[config.mk]
export PLATFORM = sky130hd
export DESIGN_NAME = poly_mult_result_reader_flat
export DESIGN_NICKNAME = d
export VERILOG_FILES = /design/src/rtl/poly_mult_result_reader_if.sv /design/src/rtl/poly_mult_result_reader.sv /design/src/flat_wrapper.sv
export SDC_FILE = /design/constraint.sdc
export NUM_CORES = 1
export LEC_CHECK = 0
export BUFFER_PORTS_ARGS = -buffer_cell sky130_fd_sc_hd__buf_2
export CAP_MARGIN = 25
export CORE_UTILIZATION = 53
export DETAILED_ROUTE_END_ITERATION = 12
export PLACE_DENSITY_LB_ADDON = 0.08
export SLEW_MARGIN = 0
export SYNTH_ARGS = -nofsm -noshare
export SYNTH_HDL_FRONTEND = slang
export SYNTH_SLANG_ARGS = --single-unit
export TNS_END_PERCENT = 5
[constraint.sdc]
create_clock -name clk -period 18.5 [get_ports clk]
set_clock_uncertainty 0.15 [all_clocks]
set_input_delay 4.625 -clock clk [delete_from_list [all_inputs] [get_ports clk]]
set_output_delay 4.625 -clock clk [all_outputs]
set_load 0.02 [all_outputs]
[src/rtl/poly_mult_result_reader_if.sv]
// rtl/poly_mult_result_reader_if.sv - result-memory read port and output word stream bundle
interface poly_mult_result_reader_if #(
  parameter int RAMWIDTH   = 128,
  parameter int ADDR_WIDTH = 8
);
  logic                  start;
  logic                  rd_dout;
  logic [ADDR_WIDTH-1:0] addr_result;
  logic [RAMWIDTH-1:0]   dout;
  logic [RAMWIDTH-1:0]   out_data;
  logic                  out_valid;
  logic                  out_ready;
  logic                  out_last;
  logic                  busy;
  logic                  done;

  modport master (
    input  start, dout, out_ready,
    output rd_dout, addr_result, out_data, out_valid, out_last, busy, done
  );

  modport slave (
    output start, dout, out_ready,
    input  rd_dout, addr_result, out_data, out_valid, out_last, busy, done
  );
endinterface

[src/rtl/poly_mult_result_reader.sv]
// rtl/poly_mult_result_reader.sv - streams the multiplier result memory as valid/ready words
// Optional: RESULT_TAIL_MASK_EN zeroes the unused top bits of the final word.
module poly_mult_result_reader #(
  parameter int N          = 17669,
  parameter int RAMWIDTH   = 128,
  parameter int N_WORDS    = (N + RAMWIDTH - 1) / RAMWIDTH,
  parameter int ADDR_WIDTH = $clog2(N_WORDS)
) (
  input  logic clk,
  input  logic rst,
  poly_mult_result_reader_if.master io_bus
);
  typedef enum logic [1:0] {S_IDLE, S_READ, S_DRAIN, S_DONE} state_t;

  localparam logic [ADDR_WIDTH-1:0] LAST_ADDR = ADDR_WIDTH'(N_WORDS - 1);

  state_t                r_state;
  state_t                w_next_state;
  logic [ADDR_WIDTH-1:0] r_addr;
  logic [ADDR_WIDTH-1:0] r_head_idx;
  logic                  r_inflight;
  logic [RAMWIDTH-1:0]   r_buf [2];
  logic                  r_wr_ptr;
  logic                  r_rd_ptr;
  logic [1:0]            r_count;
  logic                  w_valid;
  logic                  w_pop;
  logic                  w_issue;
  logic                  w_head_last;
  logic                  w_rd_dout;
  logic                  w_busy;
  logic                  w_done;
  logic [RAMWIDTH-1:0]   w_wr_data;

  assign w_valid     = (r_count != 2'd0);
  assign w_pop       = w_valid && io_bus.out_ready;
  assign w_head_last = (r_head_idx == LAST_ADDR);
  // Credit: buffered + in-flight words minus this cycle's pop must leave room for one more.
  assign w_issue     = (r_state == S_READ) &&
                       ((3'(r_count) + 3'(r_inflight)) < (3'd2 + 3'(w_pop)));

`ifdef RESULT_TAIL_MASK_EN
  localparam int TAIL_BITS = N % RAMWIDTH;
  localparam logic [RAMWIDTH-1:0] TAIL_MASK = (TAIL_BITS == 0) ? {RAMWIDTH{1'b1}}
                                              : ({RAMWIDTH{1'b1}} >> (RAMWIDTH - TAIL_BITS));
  logic r_inflight_last;

  always_ff @(posedge clk or posedge rst) begin
    if (rst) r_inflight_last <= 1'b0;
    else     r_inflight_last <= (r_addr == LAST_ADDR);
  end

  assign w_wr_data = r_inflight_last ? (io_bus.dout & TAIL_MASK) : io_bus.dout;
`else
  assign w_wr_data = io_bus.dout;
`endif

  always_ff @(posedge clk or posedge rst) begin
    if (rst) r_state <= S_IDLE;
    else     r_state <= w_next_state;
  end

  always_comb begin
    w_next_state = r_state;
    case (r_state)
      S_IDLE:  if (io_bus.start) w_next_state = S_READ;
      S_READ:  if (w_issue && (r_addr == LAST_ADDR)) w_next_state = S_DRAIN;
      S_DRAIN: if (w_pop && w_head_last) w_next_state = S_DONE;
      S_DONE:  w_next_state = S_IDLE;
      default: w_next_state = S_IDLE;
    endcase
  end

  always_comb begin
    w_rd_dout = 1'b0;
    w_busy    = 1'b0;
    w_done    = 1'b0;
    case (r_state)
      S_READ, S_DRAIN: begin
        w_rd_dout = 1'b1;
        w_busy    = 1'b1;
      end
      S_DONE:  w_done = 1'b1;
      default: ;
    endcase
  end

  always_ff @(posedge clk or posedge rst) begin
    if (rst) begin
      r_addr     <= '0;
      r_head_idx <= '0;
      r_inflight <= 1'b0;
      r_buf[0]   <= '0;
      r_buf[1]   <= '0;
      r_wr_ptr   <= 1'b0;
      r_rd_ptr   <= 1'b0;
      r_count    <= 2'd0;
    end else begin
      if ((r_state == S_IDLE) && io_bus.start) begin
        r_addr     <= '0;
        r_head_idx <= '0;
      end else begin
        if (w_issue && (r_addr != LAST_ADDR)) r_addr <= r_addr + 1'b1;
        if (w_pop) r_head_idx <= r_head_idx + 1'b1;
      end
      // The memory answers one cycle after the address; that word always has a free slot.
      r_inflight <= w_issue;
      if (r_inflight) begin
        r_buf[r_wr_ptr] <= w_wr_data;
        r_wr_ptr        <= ~r_wr_ptr;
      end
      if (w_pop) r_rd_ptr <= ~r_rd_ptr;
      r_count <= r_count + 2'(r_inflight) - 2'(w_pop);
    end
  end

  assign io_bus.rd_dout     = w_rd_dout;
  assign io_bus.busy        = w_busy;
  assign io_bus.done        = w_done;
  assign io_bus.addr_result = r_addr;
  assign io_bus.out_valid   = w_valid;
  assign io_bus.out_data    = w_valid ? r_buf[r_rd_ptr] : '0;
  assign io_bus.out_last    = w_valid && w_head_last;
endmodule

[src/flat_wrapper.sv]
// flat-port wrapper written by rule: the top's interface ports become plain ports
module poly_mult_result_reader_flat 
#(
  parameter int N          = 17669,
  parameter int RAMWIDTH   = 128,
  parameter int N_WORDS    = (N + RAMWIDTH - 1) / RAMWIDTH,
  parameter int ADDR_WIDTH = $clog2(N_WORDS)
)
  (clk, rst, io_bus_start, io_bus_dout, io_bus_out_ready, io_bus_rd_dout, io_bus_addr_result, io_bus_out_data, io_bus_out_valid, io_bus_out_last, io_bus_busy, io_bus_done);
  poly_mult_result_reader_if #(.RAMWIDTH(RAMWIDTH), .ADDR_WIDTH(ADDR_WIDTH)) io_bus_i ();
  input  logic clk;
  input  logic rst;
  input wire logic [$bits(io_bus_i.start)-1:0] io_bus_start;
  input wire logic [$bits(io_bus_i.dout)-1:0] io_bus_dout;
  input wire logic [$bits(io_bus_i.out_ready)-1:0] io_bus_out_ready;
  output wire logic [$bits(io_bus_i.rd_dout)-1:0] io_bus_rd_dout;
  output wire logic [$bits(io_bus_i.addr_result)-1:0] io_bus_addr_result;
  output wire logic [$bits(io_bus_i.out_data)-1:0] io_bus_out_data;
  output wire logic [$bits(io_bus_i.out_valid)-1:0] io_bus_out_valid;
  output wire logic [$bits(io_bus_i.out_last)-1:0] io_bus_out_last;
  output wire logic [$bits(io_bus_i.busy)-1:0] io_bus_busy;
  output wire logic [$bits(io_bus_i.done)-1:0] io_bus_done;
  assign io_bus_i.start = io_bus_start;
  assign io_bus_i.dout = io_bus_dout;
  assign io_bus_i.out_ready = io_bus_out_ready;
  assign io_bus_rd_dout = io_bus_i.rd_dout;
  assign io_bus_addr_result = io_bus_i.addr_result;
  assign io_bus_out_data = io_bus_i.out_data;
  assign io_bus_out_valid = io_bus_i.out_valid;
  assign io_bus_out_last = io_bus_i.out_last;
  assign io_bus_busy = io_bus_i.busy;
  assign io_bus_done = io_bus_i.done;
  poly_mult_result_reader #(.N(N), .RAMWIDTH(RAMWIDTH), .N_WORDS(N_WORDS), .ADDR_WIDTH(ADDR_WIDTH)) u_core (.clk(clk), .rst(rst), .io_bus(io_bus_i));
endmodule
==> results <==
- For this run, the number of standard cells in the final layout without fillers is 1551.
- The count of clock tree sinks is 279.
- The critical path is of the reg -> out type.
- The startpoint identified for the worst register-to-register timing path is u_core.r_inflight.
- The via count of the first global-routing pass was 8318.
- The number of placed instances, taps included, is 1494.
- Global routing used 21.8% of the available tracks.
- The run finished with clean final reports.
- The worst setup path startpoint is u_core.r_rd_ptr.
- The clock insertion delay at the later pin of the skew report is 0.54 ns.
- In this run the deepest clock path goes through 3 buffers.
- The shortest period the worst path allows is 7.43 ns.
- The total die area is 24400 um^2.
- The count of flip-flops with a built-in enable after synthesis is 0.
- For this run, the top clock speed supported by timing is 135 MHz.
- The total of max-cap violations is 0.
- Entering global routing, the biggest net connects 140 pins.
- In the final layout, the share of cells above drive strength 1 is 48.3%.
- The most area-hungry cell type in the Yosys netlist is sky130_fd_sc_hd__dfrtp_1.
- After synthesis, the share of flip-flops with an asynchronous set or reset is 100%.
- After clock tree synthesis, the flow added hold-fix buffers numbering 0.
- In this run the number of H-tree levels came out at 1.
- Using the TritonRoute via totals, the vias-per-cell ratio works out to 5.24.
- The clock share of power is 17.1%.
- The final worst setup slack is 11.07 ns.
- The number of nets produced by synthesis is 1098.
- In this run, the number of DRC markers left after iteration 0 of detailed routing was 382.
- Setup repair after global routing left no endpoint under its margin.
- In this run, CTS created clock tree buffers numbering 30.
- The library cells used most frequently in the layout, excluding fill and tap cells, are sky130_fd_sc_hd__dfrtp_1, sky130_fd_sc_hd__buf_2, sky130_fd_sc_hd__mux2_2.
- The end of the worst register-to-register path is u_core.r_buf[186].
- The number of setup buffers added after CTS is 0.
- Prior to clock tree synthesis, the placed netlist has a worst setup slack of 11.56 ns.
- For this run, the detailed router's first-pass iteration total came to 4.
- The number of endpoints failing setup at the final stage is 0.
- During placement, the flow inserted port buffers numbering 272.
- For this design the ratio of total power to cell area is 213 nW/um^2.
- The placed wire-length estimate is 16900 um.
- The library cell used as clock root buffer is sky130_fd_sc_hd__clkbuf_16.
- The placement row count is 56.
- The Yosys warning count is 0.
- The number of hold violations in the final report is 0.
- The filler cells instantiated in the layout total 1914.
- The number of cells on the worst reg-to-reg path is 6.
- Of the synthesized area, sequential elements account for 55.3%.
- The design draws 3.24 mW.
- The destination of the worst hold path is u_core.r_buf[163].
- Of the total power, the share spent switching nets is 39.5%.
- In this run the static leakage power is 7.34 nW.
- The leftover overflow at the end of global routing is 0.
- The share of total power dissipated in sequential elements is 34.0%.
- The capturing element type of the critical path is a primary output.
- The total area inside the core boundary comes to 23400 um^2.
- The number of top-level pins is 273.
- The share of the clock period used by the worst path is 40.2%.
- The cell count after synthesis came out at 953.
- The initial utilization of the core area, before any placement, comes to 53.9%.
- Leaving out fill and tap cells, the most frequent cell in the layout is sky130_fd_sc_hd__dfrtp_1.
- Yosys attributes the largest share of cell area to sky130_fd_sc_hd__dfrtp_1, sky130_fd_sc_hd__mux2_2, sky130_fd_sc_hd__mux2i_1, sky130_fd_sc_hd__nor2_1, sky130_fd_sc_hd__buf_2.
- Summed over its instances, the top area cell type makes up 55.3% of the synthesized netlist area.
- The highest net fanout along the worst path is 51.
- The number of instances resized during post-cts repair is 0.
- The internal cell power is 1.96 mW.
- Of the total power, combinational logic draws 48.8%.
- The number of antenna violations at the first check in global routing is 7.
- The kind of path behind the tightest hold check is reg -> reg.
- After synthesis, the mean cell area works out to 13.2 um^2.
- After synthesis the netlist holds a flip-flop and latch count of 279.
- The final layout net count is 1355.
- In the routed design, unresolved DRC markers number 0.
- After detailed routing, the average wire length per cell comes to 17.2 um.
- The worst hold path depth is 1.
- The worst endpoint data arrival time is 2.66 ns.
- The net load switching power is 1.28 mW.
- The final count of pins violating max slew was 0.
- Counting distinct cell types in the post-synthesis netlist gives 33.
- The required time of the worst setup path is 13.73 ns.
- The die is 156 um wide.
- The top flip-flop cell by instance count after synthesis is sky130_fd_sc_hd__dfrtp_1.
- Across the whole layout, storage elements account for 6990 um^2.
- The count of nets left with antenna violations once routing finished came out at 0.
- The final route contains 8134 vias.
- In this run the most critical hold path is launched from u_core.r_buf[163].
- The area growth from synthesis to layout is 20.5%.
- After detailed routing, the total wire length is 26600 um.
- The area of the multi-input gates is 5350 um^2.
- VDD sags by at most 106 uV.
- The element type at the critical path start is a flop.
- The first-pass GRT wire length is 42600 um.
- Setup total negative slack on the finished layout was measured at 0 ns.
- TritonCTS built the clock tree.
- The slack of the worst reg-to-reg path is 15.33 ns.
- Routability-driven placement finished with a final weighted congestion of 0.725.
- The clock-pin transition on the worst setup and hold timing paths is 0.06 ns.
- The actual slew at the worst max-slew pin is 0.945 ns.
- From bottom edge to top edge, the die measures 156 um.
- The netlist area before placement is 12600 um^2.
- In this run the tightest slew margin relative to its limit is 37.0%.
-- synth_stat cells, types with 2 or more instances --
| cell | number |
|---|---|
| sky130_fd_sc_hd__and3_2 | 3 |
| sky130_fd_sc_hd__clkbuf_1 | 21 |
| sky130_fd_sc_hd__xnor2_1 | 5 |
| sky130_fd_sc_hd__o21ai_2 | 2 |
| sky130_fd_sc_hd__inv_1 | 8 |
| sky130_fd_sc_hd__and2_1 | 2 |
| sky130_fd_sc_hd__xor2_1 | 12 |
| sky130_fd_sc_hd__nand2_1 | 7 |
| sky130_fd_sc_hd__ha_1 | 13 |
| sky130_fd_sc_hd__a211oi_1 | 2 |
| sky130_fd_sc_hd__buf_2 | 38 |
| sky130_fd_sc_hd__and3_1 | 4 |
| sky130_fd_sc_hd__nor2b_1 | 2 |
| sky130_fd_sc_hd__mux2i_1 | 128 |
| sky130_fd_sc_hd__nand4_1 | 8 |
| sky130_fd_sc_hd__nor2_1 | 148 |
| sky130_fd_sc_hd__dfrtp_1 | 279 |
| sky130_fd_sc_hd__mux2_2 | 256 |
-- flip-flops by register name, summed over array words and instances (netlist names) --
signal	count
u_core.r_count	2
u_core.r_wr_ptr	1
u_core.r_rd_ptr	1
u_core.io_bus.addr_result	8
u_core.r_buf	256
u_core.r_inflight	1
u_core.r_head_idx	8
u_core.r_state	2
-- routing by layer --
layer	up-vias	track usage, %	wire [um]	part of all wire [%]
li1	3815	-	-	-
met1	4068	27.9	11600	43
met2	192	36.9	12600	47
met3	51	5.34	1730	6.5
met4	8	6.40	637	2.4
met5	-	0	48	0.18
-- final cells by class --
class                   count  share of cell area (%)
multi-input cells         605                    35.2
repair buffers            285                    9.99
inverters                   9                   0.271
flip-flops and latches    279                    45.9
diodes                      3                  0.0494
well taps                 319                    2.62
clock buffers              49                    5.87
clock inverters             2                  0.0905
-- per-stage QoR --
| stage | hold WS, ns | utilization [%] | instance area [um^2] |
|---|---|---|---|
| CTS | 0.356 | 64.6 | 15100 |
| detailed placement | 0.343 | 60.7 | 14200 |
| global route | 0.362 | 65.0 | 15200 |
| global placement | 0.336 | 60.7 | 14200 |
| finish | 0.352 | 65.0 | 15200 |
| floorplan | 0.313 | - | 12600 |
-- worst max-delay path, cell delays in order (launching register included) --
cell and delay, ns:
sky130_fd_sc_hd__dfrtp_4 0.68, sky130_fd_sc_hd__buf_4 0.79, sky130_fd_sc_hd__mux2i_1 0.30, sky130_fd_sc_hd__nor2_1 0.07, sky130_fd_sc_hd__buf_2 0.19
-- how the worst max path moves through the flow --
stage,to
after detailed placement,io_bus_out_data[99]
after global placement,io_bus_out_data[102]
final,io_bus_out_data[87]
after global routing,io_bus_out_data[127]
after floorplan,u_core.io_bus.addr_result[0]
after CTS,io_bus_out_data[99]
-- logic make-up after synthesis --
| logic type | Yosys count | share of synthesized area, % |
|---|---|---|
| fa+ha+maj | 13 | 1.29 |
| xor+xnor | 17 | 1.18 |
| flops | 279 | 55.3 |
| buf+inv | 69 | 2.46 |
| compound gates | 9 | 0.535 |
| simple gates | 181 | 6.13 |
| mux | 385 | 33.1 |
-- power by group through the flow --
| stage | Sequential (mW) | Combinational (mW) | Clock (mW) |
|---|---|---|---|
| 6_report | 1.10 | 1.58 | 0.555 |
| 4_1_cts | 1.10 | 1.59 | 0.571 |
| 3_3_place_gp | 1.10 | 1.57 | 0 |
| 2_1_floorplan | 1.05 | 1.19 | 0 |
| 3_5_place_dp | 1.11 | 1.59 | 0 |
| 5_1_grt | 1.14 | 1.71 | 0.595 |
No activity file was read; power rests on OpenSTA's default activity.
